## src/rtl/mem_arbiter.sv

```systemverilog
// ---------------------------------------------------------------------------
// mem_arbiter
//
// Two-requester (CPU, DMA) arbiter in front of a single memory port.
// One transaction is in flight at a time. A grant takes one IDLE cycle.
// The owner's request is then forwarded combinationally to memory until
// mem_ready completes it. If mem_ready does not arrive in time, a timeout
// aborts the transaction with an error pulse.
//
// Handshake: a requester raises *_valid with a stable payload (addr, wdata,
// wstrb) and holds it until its *_ready pulses for exactly one cycle.
// *_rdata is meaningful only while the matching *_ready is high and is zero
// otherwise. On the memory side, mem_valid is high in every BUSY cycle, and
// the cycle with mem_ready=1 completes the access. The arbiter never latches
// the payload, so requesters must keep it stable until their ready.
//
// Parameters
//   ROUND_ROBIN  1: on contention grant the requester not granted last
//                0: on contention the CPU always wins
//   TIMEOUT      busy cycles without mem_ready before abort (1..65535)
//   ERR_DATA     read data returned on a timeout abort
//
// Ports
//   clk, reset                  clock, synchronous active-high reset
//   cpu_*/dma_* valid,addr,wdata,wstrb   requester inputs
//   cpu_*/dma_* ready,rdata     completion pulse and read data
//   mem_valid,addr,wdata,wstrb  shared memory request
//   mem_ready, mem_rdata        memory completion and read data
//   owner                       FSM state: 00 idle, 01 CPU, 10 DMA
//   timeout_err                 one-cycle pulse on a timeout abort
// ---------------------------------------------------------------------------
module mem_arbiter #(
    parameter int          ROUND_ROBIN = 1,
    parameter int          TIMEOUT     = 255,
    parameter logic [31:0] ERR_DATA    = 32'hDEADBEEF
) (
    input  logic        clk,
    input  logic        reset,
    input  logic        cpu_valid,
    input  logic [31:0] cpu_addr,
    input  logic [31:0] cpu_wdata,
    input  logic [3:0]  cpu_wstrb,
    output logic        cpu_ready,
    output logic [31:0] cpu_rdata,
    input  logic        dma_valid,
    input  logic [31:0] dma_addr,
    input  logic [31:0] dma_wdata,
    input  logic [3:0]  dma_wstrb,
    output logic        dma_ready,
    output logic [31:0] dma_rdata,
    output logic        mem_valid,
    output logic [31:0] mem_addr,
    output logic [31:0] mem_wdata,
    output logic [3:0]  mem_wstrb,
    input  logic        mem_ready,
    input  logic [31:0] mem_rdata,
    output logic [1:0]  owner,
    output logic        timeout_err
);

    // The encoding doubles as the owner output.
    typedef enum logic [1:0] {
        IDLE     = 2'b00,
        CPU_BUSY = 2'b01,
        DMA_BUSY = 2'b10
    } state_t;

    localparam logic [15:0] TIMEOUT_CNT = 16'(TIMEOUT);

    state_t      state_q, state_d;
    logic        last_dma_q, last_dma_d;   // 1: DMA was granted last
    logic [15:0] busy_cnt_q, busy_cnt_d;

    logic        busy;
    logic        done;
    logic        abort;
    logic        rsp_valid;
    logic [31:0] rsp_data;
    logic        grant_dma;

    always_ff @(posedge clk) begin
        if (reset) begin
            state_q    <= IDLE;
            last_dma_q <= 1'b1;            // CPU wins the first contention
            busy_cnt_q <= '0;
        end else begin
            state_q    <= state_d;
            last_dma_q <= last_dma_d;
            busy_cnt_q <= busy_cnt_d;
        end
    end

    always_comb begin
        state_d     = state_q;
        last_dma_d  = last_dma_q;
        busy_cnt_d  = busy_cnt_q;
        mem_valid   = 1'b0;
        mem_addr    = '0;
        mem_wdata   = '0;
        mem_wstrb   = '0;
        cpu_ready   = 1'b0;
        cpu_rdata   = '0;
        dma_ready   = 1'b0;
        dma_rdata   = '0;
        timeout_err = 1'b0;
        grant_dma   = 1'b0;

        busy  = (state_q != IDLE);
        // mem_ready wins over the abort when both land in the same cycle.
        done  = busy && mem_ready;
        abort = busy && !mem_ready && (busy_cnt_q == TIMEOUT_CNT);
        // A transaction caught by reset is abandoned without a ready pulse.
        rsp_valid = (done || abort) && !reset;
        rsp_data  = done ? mem_rdata : ERR_DATA;

        case (state_q)
            IDLE: begin
                if (cpu_valid || dma_valid) begin
                    if (cpu_valid && dma_valid)
                        grant_dma = (ROUND_ROBIN != 0) && !last_dma_q;
                    else
                        grant_dma = dma_valid;
                    state_d    = grant_dma ? DMA_BUSY : CPU_BUSY;
                    last_dma_d = grant_dma;
                    busy_cnt_d = '0;
                end
            end
            CPU_BUSY: begin
                mem_valid = 1'b1;
                mem_addr  = cpu_addr;
                mem_wdata = cpu_wdata;
                mem_wstrb = cpu_wstrb;
                cpu_ready = rsp_valid;
                cpu_rdata = rsp_valid ? rsp_data : '0;
            end
            DMA_BUSY: begin
                mem_valid = 1'b1;
                mem_addr  = dma_addr;
                mem_wdata = dma_wdata;
                mem_wstrb = dma_wstrb;
                dma_ready = rsp_valid;
                dma_rdata = rsp_valid ? rsp_data : '0;
            end
            default: state_d = IDLE;
        endcase

        if (busy) begin
            timeout_err = abort && !reset;
            if (done || abort)
                state_d = IDLE;
            else
                busy_cnt_d = busy_cnt_q + 16'd1;
        end
    end

    assign owner = state_q;

endmodule

```

## config.mk

```make
export PLATFORM = sky130hd
export DESIGN_NAME = mem_arbiter
export DESIGN_NICKNAME = d
export VERILOG_FILES = /design/src/rtl/mem_arbiter.sv
export SDC_FILE = /design/constraint.sdc
export NUM_CORES = 1
export LEC_CHECK = 0
export CORE_AREA = 10 10 113 115
export DETAILED_ROUTE_END_ITERATION = 10
export DIE_AREA = 0 0 123 125
export GPL_TIMING_DRIVEN = 0
export PLACE_DENSITY = 0.8
export SLEW_MARGIN = 10
export SYNTH_ARGS = -nofsm -noshare
export SYNTH_HDL_FRONTEND = slang
export SYNTH_SLANG_ARGS = --single-unit
```

## constraint.sdc

```tcl
create_clock -name clk -period 2.9 [get_ports clk]
set_input_delay 0.87 -clock clk [delete_from_list [all_inputs] [get_ports clk]]
set_output_delay 0.87 -clock clk [all_outputs]
set_load 0.02 [all_outputs]
```

Word-level counts from Yosys, hierarchy flattened. Index checks and enable logic that the tools add are counted.

Add/subtract/negate cells: 1. Equal/unequal tests: 3. Muxes and demuxes: 23. Reduce and logical (&&, ||, !) cells: 15.

Operator list (number): two-way mux 32 bit (4); one-hot mux 32 bit (2 select lines) (2); two-way mux 16 bit (4); adder 16 x 1 -> 16 bit (second input constant) (1); == test 16 x 8 -> 1 bit (second input constant) (1); two-way mux 2 bit (4); one-hot mux 4 bit (2 select lines) (1); two-way mux 1 bit (7); logical AND 1 bit (6); one-hot mux 2 bit (2 select lines) (1); logical NOT 1 bit (3); == test 2 x 1 -> 1 bit (second input constant) (1); == test 2 bit (second input constant) (1); logical NOT 2 bit (1); logical OR 1 bit (2); AND reduction 2 bit (1); nonzero test 2 bit (1); OR reduction 2 bit (1).

Bits in registers: 19. Bits of input ports: 173.

Depth between registers and ports, before layout. Gate-level depths: netlist of run 1.

Depth in word-level cells: 9. Depth in mapped cells: 8. Gate-level depth less buffers: 6.

Worst setup path after synthesis of run 1. Ideal clock, no wire load.

Path kind: reg-to-output. From: register state_q[1] (netlist: owner[1]). To: output mem_wstrb[2]. Arrival: 1.873 ns. Setup slack: 0.157 ns. Cell stages (with the launch flop): 7. Buffers on the path: 3. Cell sequence: dfxtp_1 -> ha_1 -> clkbuf_1 -> clkbuf_1 -> clkbuf_1 -> a22oi_1 -> nor2b_1.

Cells in the longest elaborated chain, start to end: 2.

RTL lines: from (decl) (RTL line 70) `state_t state_q, state_d;`; from (signal assigned) (RTL line 87) `state_q <= state_d;`; == test 2 bit / == test 2 x 1 -> 1 bit (equally long branches) (RTL line 116) `case (state_q)`; one-hot mux 4 bit (2 select lines) (*) (RTL line 116); to (decl) (RTL line 54) `output logic [3:0] mem_wstrb,`.

Mark *: on every way between the ends. The rest lies on a longest branch, timed or not.

Worst setup path in the final report of run 1.
From: input reset. To: output cpu_rdata[25].

Cells in the longest elaborated chain, start to end: 4.

RTL lines: from (decl) (RTL line 38) `input logic reset,`; logical NOT 1 bit (RTL line 113) `rsp_valid = (done || abort) && !reset;`; logical AND 1 bit (RTL line 113); two-way mux 32 bit (RTL line 134) `cpu_rdata = rsp_valid ? rsp_data : '0;`; two-way mux 32 bit (RTL line 116); to (decl) (RTL line 44) `output logic [31:0] cpu_rdata,`.

No other way between the ends.

==> results of run 1 <==
==> through the flow <==
stage	utilization	setup TNS, ns	power [mW]
after floorplan	-	0	0.9399
after global placement	0.5542	-86.38	1.532
after detailed placement	0.5542	-93.19	1.554
after CTS	0.5725	-0.2366	1.758
after global routing	0.5760	-0.8426	1.883
final	0.5760	0	1.773
==> final timing paths <==
check	to	cells past startpoint	slack [ns]
max	cpu_rdata[25]	7	0.03
max reg2reg	busy_cnt_q[3]	6	0.92
min	busy_cnt_q[7]	1	0.46
min reg2reg	busy_cnt_q[7]	1	0.46
==> cells in the final DEF, fill, tap and decap left out, drive strengths merged, types with 4 or more instances in the layout <==
master and instances:
nor3 4, dlygate4sd2 50, clkdlybuf4s50 173, buf 89, and2 17, nor2 79, nand2 14, ha 4
nor2b 69, clkbuf 50, a21oi 9, dfxtp 19, or3 5, inv 5, and3 5, a22oi 68
nand4 4, o21ai 7, clkdlybuf4s15 9, nand3 9, or4 7
==> routing by layer <==
metal / wire length [um] / vias to the layer above / part of all wire
li1: - / 2074 / -
met1: 6193 / 1977 / 0.35
met2: 9895 / 172 / 0.55
met3: 1415 / 18 / 0.079
met4: 331 / 0 / 0.019
met5: 0 / - / 0
==> kinds of logic after synthesis <==
logic type | after synthesis
simple gates | 225
compound gates | 99
buf+inv | 41
flops | 19
fa+ha+maj | 4
mux | 2
xor+xnor | 1
==> registers in the layout, summed over array words and instances (netlist names) <==
name	cells
last_dma_q	1
owner	2
busy_cnt_q	16
==> area by class of cell <==
cell class,count,area [um^2],area share
Timing Repair Buffer,336,2973,0.4868
Clock buffer,4,45.04,0.007376
Buffer,31,221.5,0.03626
Tap cell,140,175.2,0.02868
Inverter,6,26.28,0.004302
Multi-Input combinational cell,331,2263,0.3706
Sequential cell,19,402.9,0.06597
==> worst reg2reg max path, cell delays in order (launching register included) <==
cell and delay (ns):
sky130_fd_sc_hd__dfxtp_1 0.38, sky130_fd_sc_hd__or4_4 0.58, sky130_fd_sc_hd__o41ai_4 0.39, sky130_fd_sc_hd__buf_6 0.20, sky130_fd_sc_hd__buf_12 0.13, sky130_fd_sc_hd__o211ai_1 0.10, sky130_fd_sc_hd__o41ai_1 0.10
==> power by group through the flow <==
stage / Sequential, mW / Clock, mW / Combinational (mW)
3_5_place_dp: 0.287 / 0 / 1.27
6_report: 0.283 / 0.188 / 1.30
4_1_cts: 0.283 / 0.190 / 1.28
3_3_place_gp: 0.287 / 0 / 1.25
2_1_floorplan: 0.290 / 0 / 0.650
5_1_grt: 0.285 / 0.205 / 1.39
==> timing repair <==
item                                    CTS  global route
resized for setup                       404           126
gates cloned                              4             0
pin swaps                                 4             6
endpoints found under the hold margin     0             0
endpoints found under the setup margin  135            95
buffers inserted                         17             6
==> results.rst, run 1 <==
.. list-table::
   :header-rows: 1

   * - Metric
     - Value
   * - Synth cell types
     - 47
   * - Wire length reported by the detailed router
     - 17840 um
   * - Hold violation count in the final report
     - 0
   * - Post-synthesis area per instance
     - 6.643 um^2
   * - Placed insts
     - 841
   * - Vertical extent of the die
     - 125 um
   * - Required time at the endpoint of the critical path
     - 2.03 ns
   * - Top_reg_cell synth
     - sky130_fd_sc_hd__dfxtp_1
   * - Std cell rows
     - 38
   * - Most used standard cell by instance count after synthesis
     - sky130_fd_sc_hd__nor2_1
   * - Remaining DRCs
     - 0
   * - Finish-stage setup viols
     - 0
   * - Setup repair after global routing missed its margin
     - yes
   * - Library cell contributing the largest single delay on the critical path
     - sky130_fd_sc_hd__nand3b_1
   * - Post-layout worst setup margin
     - 0.03152 ns
   * - Worst hold-check path type
     - reg2reg
   * - Routed WL per cell
     - 20.57 um
   * - Setup slack at placement
     - -1.099 ns
   * - 1st-pass router iterations
     - 4
   * - Tcrit/Tclk final
     - 0.9891
   * - Actual transition at the worst max-transition pin
     - 0.5801 ns
   * - Hold slack
     - 0.4639 ns
   * - Placeable Area
     - between 10000 and 15000 um^2
   * - Share of synthesized cell area in and, or, nand and nor gates
     - 0.4591
   * - Non-Filler Cell Area, Final
     - between 6000 and 7000 um^2
   * - Routability cong.
     - 0.9198
   * - Count of inserted antenna diode cells
     - 0
   * - Count of final max-slew check failures
     - 0
   * - XOR/XNOR Fraction of Synth Area
     - 0.003372
   * - Adder-cell share of the synthesized area
     - 0.01927
   * - Syn-to-layout area delta
     - 135.1%
   * - Critical Path Start Type
     - input port
   * - Clock latency reported for the late side of the worst-skew pair
     - 0.26 ns
   * - Share of async-settable or async-resettable flops after synthesis
     - 0
   * - Critical path cell sequence
     - buf_4 -> nand2b_4 -> nand3b_1 -> buf_6 -> buf_8 -> nor2_2 -> buf_4
   * - Critical Path Start
     - reset
   * - Kind of capture point of the worst setup path
     - output pin
   * - Number of global-route vias before repair
     - 4290
   * - Cell occurring most often along the worst timing path
     - sky130_fd_sc_hd__buf_4
   * - Post-synth top area cell
     - sky130_fd_sc_hd__a22oi_1
   * - Worst Path Arrival
     - 2.00 ns
   * - DR vias/cell
     - around 5
   * - Syn. warnings
     - 0
   * - IO buf count
     - 310
   * - Worst setup path category
     - in2out
   * - Combinational share of power
     - 0.734
   * - TritonCTS Sinks
     - 19
   * - Met1 usage in global routing
     - 0.2098
   * - Areal power density over the cells
     - 290.4 nW/um^2
   * - TritonCTS clock tree
     - built
   * - Normalized max-slew margin
     - 0.6133
   * - Syn Nets
     - 568
   * - Residual antenna-violating net count after detailed routing
     - 0
   * - Number of DRC markers after the initial detailed-route iteration
     - 266
   * - Reported leakage power
     - 2.700 nW
   * - First-pass GRT wire length
     - between 20000 and 30000 um
   * - Gr ovfl total
     - 0
   * - Post-Route Skew
     - 0.004090 ns
   * - Portion of total power attributed to the clock network
     - 0.106
   * - Post-placement cell area
     - about 5900 um^2
   * - Net switching power of the design
     - between 700 and 800 uW
   * - Delay of the slowest critical-path stage
     - 0.29 ns
   * - Width of the die
     - 123 um
   * - Flip-flop and latch count after synthesis
     - 19
   * - Number of filler instances in the final layout
     - 1003
   * - Effective utilization at floorplan
     - 0.2450
   * - HPWL after detailed placement
     - 15080 um
   * - Biggest fanout along the worst timing path
     - 7
   * - # nets final
     - 905
   * - Worst-path clk slew
     - 0.07 ns
   * - Family of cells with the greatest summed delay on the critical path
     - buffers and inverters
   * - Ratio of cells with drive above 1 in the final layout
     - 0.2930
   * - Maximum number of pins on one net before global-route repair
     - 11
   * - Cell types with the highest counts after synthesis
     - sky130_fd_sc_hd__nor2_1, sky130_fd_sc_hd__nor2b_1, sky130_fd_sc_hd__a22oi_1, sky130_fd_sc_hd__clkbuf_1, sky130_fd_sc_hd__dfxtp_1
   * - Peak supply drop
     - 0.1640 mV
   * - Total vias in the final route
     - approximately 4200
   * - Full die area
     - 15380 um^2
   * - Clock H-tree levels
     - 1
   * - Switching portion of total power
     - 0.4292
   * - Complex-gate fraction of the synthesized area
     - 0.2953
   * - Most heavily used metal layer in global routing
     - met2
   * - Outcome
     - completed
   * - Part of the power in registers
     - 0.160
   * - Ranking of synthesized cells by area
     - sky130_fd_sc_hd__a22oi_1, sky130_fd_sc_hd__nor2b_1, sky130_fd_sc_hd__dfxtp_1
   * - Worst Hold Launch
     - busy_cnt_q[7]
   * - Number of flops mapped to enable cells by yosys
     - 0
   * - GR met2 Demand/Resource
     - 0.4107
   * - Hold buffers post-CTS
     - 0
   * - Antenna violations before repair
     - 0
   * - Sequential-to-total area share from yosys stat
     - 0.1464
   * - CTS buffer count
     - 3
   * - Met3 global-route usage
     - 0.06391
   * - Source of the worst register-to-register timing path
     - busy_cnt_q[12]
   * - Post-synthesis instance area
     - between 2000 and 3000 um^2
   * - I/O pin cnt
     - 311
   * - Post-layout min period
     - 2.868 ns
   * - Fraction of synthesized cell area taken by the top area cell type
     - 0.1965
   * - Gate count of the mapped netlist
     - slightly below 400
   * - Buffers plus inverters on the worst setup path
     - 4
   * - Maximum count of clock buffers along a single path
     - 2
   * - Max-capacitance violation count
     - 0
   * - Number of standard cells in the layout, taps in and fillers out
     - approximately 870
   * - Cell-internal power
     - roughly 1.0 mW
   * - Highest attainable clock frequency
     - between 300 and 400 MHz
   * - Largest family of logic cells by synthesized area
     - simple AND/OR/NAND/NOR gates
   * - Total GRT Usage
     - 0.2091
   * - Root buffer selected by CTS
     - sky130_fd_sc_hd__clkbuf_8
   * - Portion of netlist area occupied by mux cells
     - 0.007707
No activity file was read; power rests on OpenSTA's default activity.
==> run 2, diff against run 1 <==
--- a/config.mk
+++ b/config.mk
@@ -6,6 +6,7 @@
 export NUM_CORES = 1
 export LEC_CHECK = 0
 export CORE_AREA = 10 10 113 115
+export CTS_CLUSTER_DIAMETER = 100
 export DETAILED_ROUTE_END_ITERATION = 10
 export DIE_AREA = 0 0 123 125
 export GPL_TIMING_DRIVEN = 0
==> results of run 2 <==
The final DEF is identical to that of run 1; final timing and power are the same.
